<file path="src/rtl/cond_unit.sv">
// Conditional-execution unit: holds NZCV, evaluates Cond, gates write strobes.
// Ports: clk, reset, Cond, ALUFlags, FlagW, PCS, NextPC, RegW, MemW ->
//        PCWrite, RegWrite, MemWrite, Flags, CondEx.
module cond_unit #(
   parameter logic [3:0] FLAGS_RST = 4'b0000
) (
   input  logic       clk,
   input  logic       reset,
   input  logic [3:0] Cond,
   input  logic [3:0] ALUFlags,
   input  logic [1:0] FlagW,
   input  logic       PCS,
   input  logic       NextPC,
   input  logic       RegW,
   input  logic       MemW,
   output logic       PCWrite,
   output logic       RegWrite,
   output logic       MemWrite,
   output logic [3:0] Flags,
   output logic       CondEx
);

   logic [3:0] flags_q;
   logic       condex_q;
   logic       cond_ok;
   logic [1:0] flag_write;
   logic       n, z, c, v;

   assign {n, z, c, v} = flags_q;

   always_comb begin
      cond_ok = 1'b0;
      case (Cond)
         4'b0000: cond_ok = z;
         4'b0001: cond_ok = ~z;
         4'b0010: cond_ok = c;
         4'b0011: cond_ok = ~c;
         4'b0100: cond_ok = n;
         4'b0101: cond_ok = ~n;
         4'b0110: cond_ok = v;
         4'b0111: cond_ok = ~v;
         4'b1000: cond_ok = c & ~z;
         4'b1001: cond_ok = ~c | z;
         4'b1010: cond_ok = (n == v);
         4'b1011: cond_ok = (n != v);
         4'b1100: cond_ok = ~z & (n == v);
         4'b1101: cond_ok = z | (n != v);
         4'b1110: cond_ok = 1'b1;
         default: cond_ok = 1'b0;
      endcase
   end

   // An idle FlagW forces zero regardless of an unknown Cond.
   assign flag_write = FlagW & {2{cond_ok}};

   always_ff @(posedge clk or posedge reset) begin
      if (reset) begin
         flags_q  <= FLAGS_RST;
         condex_q <= 1'b0;
      end else begin
         condex_q <= cond_ok;
         if (flag_write[1]) flags_q[3:2] <= ALUFlags[3:2];
         if (flag_write[0]) flags_q[1:0] <= ALUFlags[1:0];
      end
   end

   assign RegWrite = RegW & condex_q;
   assign MemWrite = MemW & condex_q;
   assign PCWrite  = (PCS & condex_q) | NextPC;
   assign Flags    = flags_q;
   assign CondEx   = condex_q;

endmodule
</file>
<file path="config.mk">
export PLATFORM = sky130hd
export DESIGN_NAME = cond_unit
export DESIGN_NICKNAME = d
export VERILOG_FILES = /design/src/rtl/cond_unit.sv
export SDC_FILE = /design/constraint.sdc
export NUM_CORES = 1
export LEC_CHECK = 0
export ABC_AREA = 1
export CAP_MARGIN = 20
export CORE_AREA = 5 5 42 44
export DETAILED_ROUTE_END_ITERATION = 6
export DIE_AREA = 0 0 47 49
export PLACE_DENSITY = 0.74
export SETUP_SLACK_MARGIN = 0.1
export SYNTH_ARGS = -nofsm -noshare
export SYNTH_HDL_FRONTEND = slang
export SYNTH_SLANG_ARGS = --single-unit
</file>
<file path="constraint.sdc">
create_clock -name clk -period 1.7 [get_ports clk]
set_clock_uncertainty 0.2 [all_clocks]
set_input_delay 0.34 -clock clk [delete_from_list [all_inputs] [get_ports clk]]
set_output_delay 0.34 -clock clk [all_outputs]
set_load 0.05 [all_outputs]
</file>
==> impl_metrics.py, run 1 <==
metrics = {
    "power": {
        "ir_drop_mv": 0.9345,
        "power_frac_comb_pct": 71.7,
        "clockPowerShare_pct": 9.3,
        "power_mw": 1.395,
        "internal_power_uw": 746.5,
        "leakagePower_nw": 0.4471,
        "switchingPower_uw": 648.1,
        "p_seq_share_pct": 18.9,
        "power.density_nw_per_um2": 1646,
        "switching_share_pct": 46.47,
    },
    "flow_run": {
        "max-cap-violations": 0,
    },
    "hold_path": {
        "hp-class": "input pin to async pin",
    },
    "final_layout": {
        "fillers": 147,
        "diodes": 0,
        "area_growth_syn_to_layout_pct": 99.70,
        "fin_nets": 125,
        "layout-drive-gt1-share_pct": 36.11,
    },
    "timing": {
        "hold_violations": 0,
        "setup_slack_ns": 0.1134,
        "finalSetupViolCount": 0,
        "fin_crit_ns": 1.587,
        "post-route-period-util_pct": 93.33,
        "finalSetupTns_ns": 0,
        "rsz0062_at_grt": "no",
        "max_freq_mhz": 630.3,
        "drv_slew": 0,
        "holdWs_ns": 0.1016,
        "relSlewSlack_pct": 86.11,
        "tightest_slew_ns": 0.2084,
    },
    "synth": {
        "ys_types": 11,
        "synthCells": 75,
        "synth-seq-area-share_pct": 29.50,
        "synth_area_um2": 424.2,
        "syn-num-nets": 91,
        "synth_area_per_cell_um2": 5.655,
        "ys_ff_latch": 5,
        "yosysWarnings": 0,
    },
    "placed_design": {
        "place_hpwl_um": 1037,
        "pre_cts_ws_ns": -0.3517,
        "port_buffers": 23,
        "gp_congestion": 0.8439,
    },
    "worst_setup_path": {
        "cp-start-kind": "input pin",
        "end_kind": "output port",
        "worstPathArrival_ns": 1.05,
        "setup.worst_path.class": "input pin to output port",
        "ff2ff_setup_slack_ns": 0.18,
        "critPathRequiredTime_ns": 1.16,
        "critPathMaxFanout": 1,
    },
    "floorplan": {
        "initial_core_util_pct": 30.27,
        "core_area_um2": 1401,
        "die-area_um2": 2303,
        "dieWidth_um": 47,
        "die_h_um": 49,
        "num_rows": 14,
        "io_pins": 24,
    },
    "routing": {
        "drt-vias-per-instance": 4.661,
        "drc_errors": 0,
        "wire_per_inst_um": 10.74,
        "dr.pass1.iters": 4,
        "drt_wl_total_um": 1332,
        "drt_iter0_drc": 5,
        "vias": 578,
        "postRouteAntennaNets": 0,
    },
    "cts": {
        "cts_buffers": 3,
        "cts_sinks": 5,
        "clkLatencyLatePin_ns": 0.23,
        "clk_pin_slew_ns": 0.04,
        "ctsHtreeMaxLevel": 1,
        "cts_root_buf": "clkbuf_4",
        "tritoncts": "built",
        "cts_buffer_depth": 2,
    },
    "grt": {
        "overflow": 0,
        "grt_pass1_vias": 517,
        "grt_max_degree": 8,
        "grt_pass1_wl_um": 1973,
        "antenna_found_initial": 0,
        "grt_use_total_pct": 11.54,
    },
    "status": {
        "status": "completed",
    },
}
-- flip-flops by register name, summed over array words and instances (netlist names) --
register / cells
CondEx: 1
Flags: 4
-- worst paths after layout --
kind / from / endpoint / cells after the start
worst min-delay path: reset / CondEx / 2
worst max register to register: Flags[0] / Flags[1] / 10
worst min register to register: Flags[2] / Flags[2] / 2
worst max-delay path: MemW / MemWrite / 4
min in group clk: Flags[2] / Flags[2] / 2
max in group asynchronous: reset / Flags[1] / 2
-- cell usage in the layout, fill, tap and decap left out --
cell type / Yosys / final
nand2_4: 0 / 1
clkdlybuf4s15_1: 0 / 1
nand3b_1: 1 / 1
nand3_1: 12 / 12
nor2_1: 6 / 3
clkbuf_1: 0 / 1
clkbuf_2: 0 / 1
buf_4: 0 / 6
clkbuf_4: 0 / 3
buf_12: 0 / 8
nand2_2: 3 / 6
a21o_2: 0 / 1
a21oi_2: 0 / 1
a21oi_1: 2 / 1
nor3_1: 1 / 1
inv_2: 0 / 4
dlygate4sd2_1: 0 / 5
nand2_1: 31 / 27
inv_1: 12 / 8
dfrtp_2: 0 / 4
clkdlybuf4s50_1: 0 / 8
dfrtp_1: 5 / 1
nor2_2: 1 / 4
-- through the flow --
stage / cells / area, µm² / util [%]
2_1_floorplan: 75 / 430.4 / -
3_3_place_gp: 114 / 760.7 / 54.29
3_5_place_dp: 114 / 760.7 / 54.29
4_1_cts: 119 / 788.3 / 56.25
5_1_grt: 124 / 847.1 / 60.45
6_report: 124 / 847.1 / 60.45
-- kinds of logic after synthesis --
logic type / count (synthesis) / share of synthesized area [%]
AOI/OAI and AO/OA: 3 / 4.131
buffers and inverters: 12 / 10.62
DFF: 5 / 29.50
and+or+nand+nor: 55 / 55.75
-- synth_stat cells (all sizes together) --
cell type / count / share of area (%)
nand3b: 1 / 1.8
inv: 12 / 11
nand3: 12 / 14
dfrtp: 5 / 29
nor2: 7 / 6.8
nor3: 1 / 1.2
nand2: 34 / 32
a21oi: 2 / 2.4
a21o: 1 / 1.8
-- worst max-delay path, cell delays in order --
cell and delay [ns]:
clkdlybuf4s50_1 0.45, nand2_1 0.06, inv_2 0.07, buf_12 0.13
-- layer usage --
metal / part of all wire [%] / GRT usage (%) / up-vias / wire [µm]
met2: 53 / 18.78 / 16 / 708
met4: 0.98 / 5.991 / 0 / 13
met1: 38 / 13.20 / 263 / 510
met5: 0 / 0 / - / 0
met3: 7.5 / 2.952 / 2 / 100
li1: - / - / 297 / -
-- timing repair --
action                     in CTS  in global routing
pin swaps                       1                  4
buffers inserted                1                  5
setup endpoints to repair       8                  5
hold buffers                    0                  0
resized for setup              10                 13
-- power by group through the flow --
| stage | combinational, mW | sequential [mW] | clock [mW] |
|---|---|---|---|
| after floorplan | 0.251 | 0.441 | 0 |
| after CTS | 0.849 | 0.290 | 0.133 |
| after global routing | 1.07 | 0.273 | 0.144 |
| after global placement | 0.824 | 0.293 | 0 |
| after detailed placement | 0.830 | 0.294 | 0 |
| final | 1.00 | 0.264 | 0.130 |
-- area by class of cell --
cell class                      count  area [µm²]  area share, %
Tap cell                           16       20.02          2.363
Sequential cell                     5       130.1          15.36
Multi-Input combinational cell     58       281.5          33.23
Timing Repair Buffer               29       344.1          40.62
Inverter                           12       45.04          5.318
Clock buffer                        4       26.28          3.102
Power figures use the tool's default switching activity.
==> run 2, diff against run 1 <==
--- a/config.mk
+++ b/config.mk
@@ -6,7 +6,7 @@
 export NUM_CORES = 1
 export LEC_CHECK = 0
 export ABC_AREA = 1
-export CAP_MARGIN = 20
+export CAP_MARGIN = 0
 export CORE_AREA = 5 5 42 44
 export DETAILED_ROUTE_END_ITERATION = 6
 export DIE_AREA = 0 0 47 49
==> results of run 2 <==
Same layout as run 1: the final DEF is identical, and so are final timing and power.
==> run 3, diff against run 2 <==
--- a/config.mk
+++ b/config.mk
@@ -8,6 +8,7 @@
 export ABC_AREA = 1
 export CAP_MARGIN = 0
 export CORE_AREA = 5 5 42 44
+export CTS_BUF_LIST = sky130_fd_sc_hd__clkbuf_8
 export DETAILED_ROUTE_END_ITERATION = 6
 export DIE_AREA = 0 0 47 49
 export PLACE_DENSITY = 0.74
==> run 3 against run 2 <==
  * Utilization grew 1.6 points
  * Critical endpoint unchanged
  * Sequential share of layout area fell by 0.25 points
  * Total power up 6.4%
  * Highest routed layer unchanged
  * Clock power is 59% higher
  * Largest power group unchanged
==> impl_metrics.py, run 3 (synthesized netlist as in run 1, its figures left out) <==
metrics = {
    "final_layout": {
        "fin_nets": 126,
        "register_area_um2": 131.4,
        "area_growth_syn_to_layout_pct": 105.0,
        "layout-drive-gt1-share_pct": 36.70,
        "layout_common_cells": "27 x nand2_1, 12 x nand3_1, 9 x inv_1, 8 x clkdlybuf4s50_1, 8 x buf_12",
        "diodes": 0,
        "fillers": 147,
        "utilization_pct": 62.05,
        "multi_input_area_um2": 274.0,
        "fin_cells": 125,
        "largest_reg_flops": 4,
        "final_common_cell": "nand2_1",
    },
    "worst_setup_path": {
        "cp-start-kind": "input pin",
        "crit_slowest_cell": "clkdlybuf4s50_1",
        "worstPathArrival_ns": 1.05,
        "crit_end": "MemWrite",
        "r2r-start": "Flags[0]",
        "critPathMaxFanout": 1,
        "crit_family": "buffers and inverters",
        "r2r_end": "Flags[1]",
        "end_kind": "output port",
        "cp.depth": 4,
        "critical_path_buf_inv_count": 3,
        "cpPeakStageDelay_ns": 0.45,
        "critPathRequiredTime_ns": 1.16,
        "worstPathCellList": "clkdlybuf4s50_1 > nand2_1 > inv_2 > buf_12",
        "ff2ff_setup_slack_ns": 0.17,
        "r2r_cells": 12,
        "startpoint": "MemW",
        "setup.worst_path.class": "input pin to output port",
    },
    "cts": {
        "tritoncts": "built",
        "cts_root_buf": "clkbuf_8",
        "clk_pin_slew_ns": 0.04,
        "cts_buffer_depth": 2,
        "cts_sinks": 5,
        "ctsHtreeMaxLevel": 1,
        "cts_buffers": 3,
        "clkLatencyLatePin_ns": 0.22,
    },
    "routing": {
        "drt-vias-per-instance": 4.600,
        "drt_wl_total_um": 1363,
        "drc_errors": 0,
        "vias": 575,
        "wire_per_inst_um": 10.90,
        "drt_iter0_drc": 12,
        "postRouteAntennaNets": 0,
        "dr.pass1.iters": 4,
    },
    "grt": {
        "grt_pass1_vias": 526,
        "grt_use_total_pct": 11.61,
        "overflow": 0,
        "grt_max_degree": 8,
        "grt_pass1_wl_um": 1994,
        "antenna_found_initial": 0,
    },
    "timing": {
        "fin_crit_ns": 1.585,
        "drv_slew": 0,
        "finalSetupTns_ns": 0,
        "max_freq_mhz": 630.9,
        "setup_slack_ns": 0.1148,
        "tightest_slew_ns": 0.2020,
        "hold_violations": 0,
        "rsz0062_at_grt": "yes",
        "relSlewSlack_pct": 86.53,
        "finalSetupViolCount": 0,
        "post-route-period-util_pct": 93.24,
    },
    "floorplan": {
        "num_rows": 14,
        "dieWidth_um": 47,
        "die-area_um2": 2303,
        "core_area_um2": 1401,
        "die_h_um": 49,
        "initial_core_util_pct": 30.27,
        "io_pins": 24,
    },
    "flow_run": {
        "max-cap-violations": 0,
    },
    "status": {
        "status": "completed",
    },
    "placed_design": {
        "place_hpwl_um": 1037,
        "gp_congestion": 0.8439,
        "port_buffers": 23,
        "dp_cells": 114,
        "pre_cts_ws_ns": -0.3517,
    },
    "power": {
        "power_mw": 1.484,
        "power.density_nw_per_um2": 1707,
        "leakagePower_nw": 0.4591,
        "ir_drop_mv": 0.9518,
    },
    "hold_path": {
        "hp-class": "input pin to async pin",
    },
}
[run 3: stage by stage]
stage,hold slack [ns],area (µm²)
final,0.1243,869.6
after global placement,0.3526,760.7
after CTS,0.1320,799.5
after floorplan,-0.08175,430.4
after detailed placement,0.3532,760.7
after global routing,0.1473,869.6
[run 3: worst min path at each step]
stage / slack, ns / endpoint / start / depth (start not counted)
after global placement: 0.35 / Flags[0] / Flags[0] / 2
after detailed placement: 0.35 / Flags[3] / Flags[3] / 2
after floorplan: -0.08 / CondEx / reset / 1
final: 0.12 / Flags[0] / reset / 2
after global routing: 0.15 / Flags[1] / reset / 2
after CTS: 0.13 / CondEx / reset / 2
[run 3: metal layers]
metal / track usage (%) / vias to the layer above / wire (µm)
li1: - / 297 / -
met1: 13.42 / 256 / 509
met2: 18.78 / 20 / 729
met3: 2.952 / 2 / 110
met4: 5.991 / 0 / 13
met5: 0 / - / 0
[run 3: cell type report]
class / count / area share (%)
clock buffers: 3 / 4.748
clock inverters: 1 / 0.4317
inverters: 12 / 5.180
multi-input cells: 58 / 31.51
flip-flops and latches: 5 / 15.11
well taps: 16 / 2.302
repair buffers: 30 / 40.72
[run 3: what timing repair did]
action | in CTS | in global routing
gates cloned | 0 | 0
endpoints found under the hold margin | 0 | 0
gates resized for setup | 10 | 14
hold buffers | 0 | 0
endpoints found under the setup margin | 8 | 6
setup buffers | 0 | 7
pin swaps | 1 | 3
[run 3: power breakdown]
group,switching (mW),total [mW],internal [mW]
clock,0.0530,0.207,0.154
combinational,0.533,1.02,0.485
sequential,0.0712,0.259,0.187
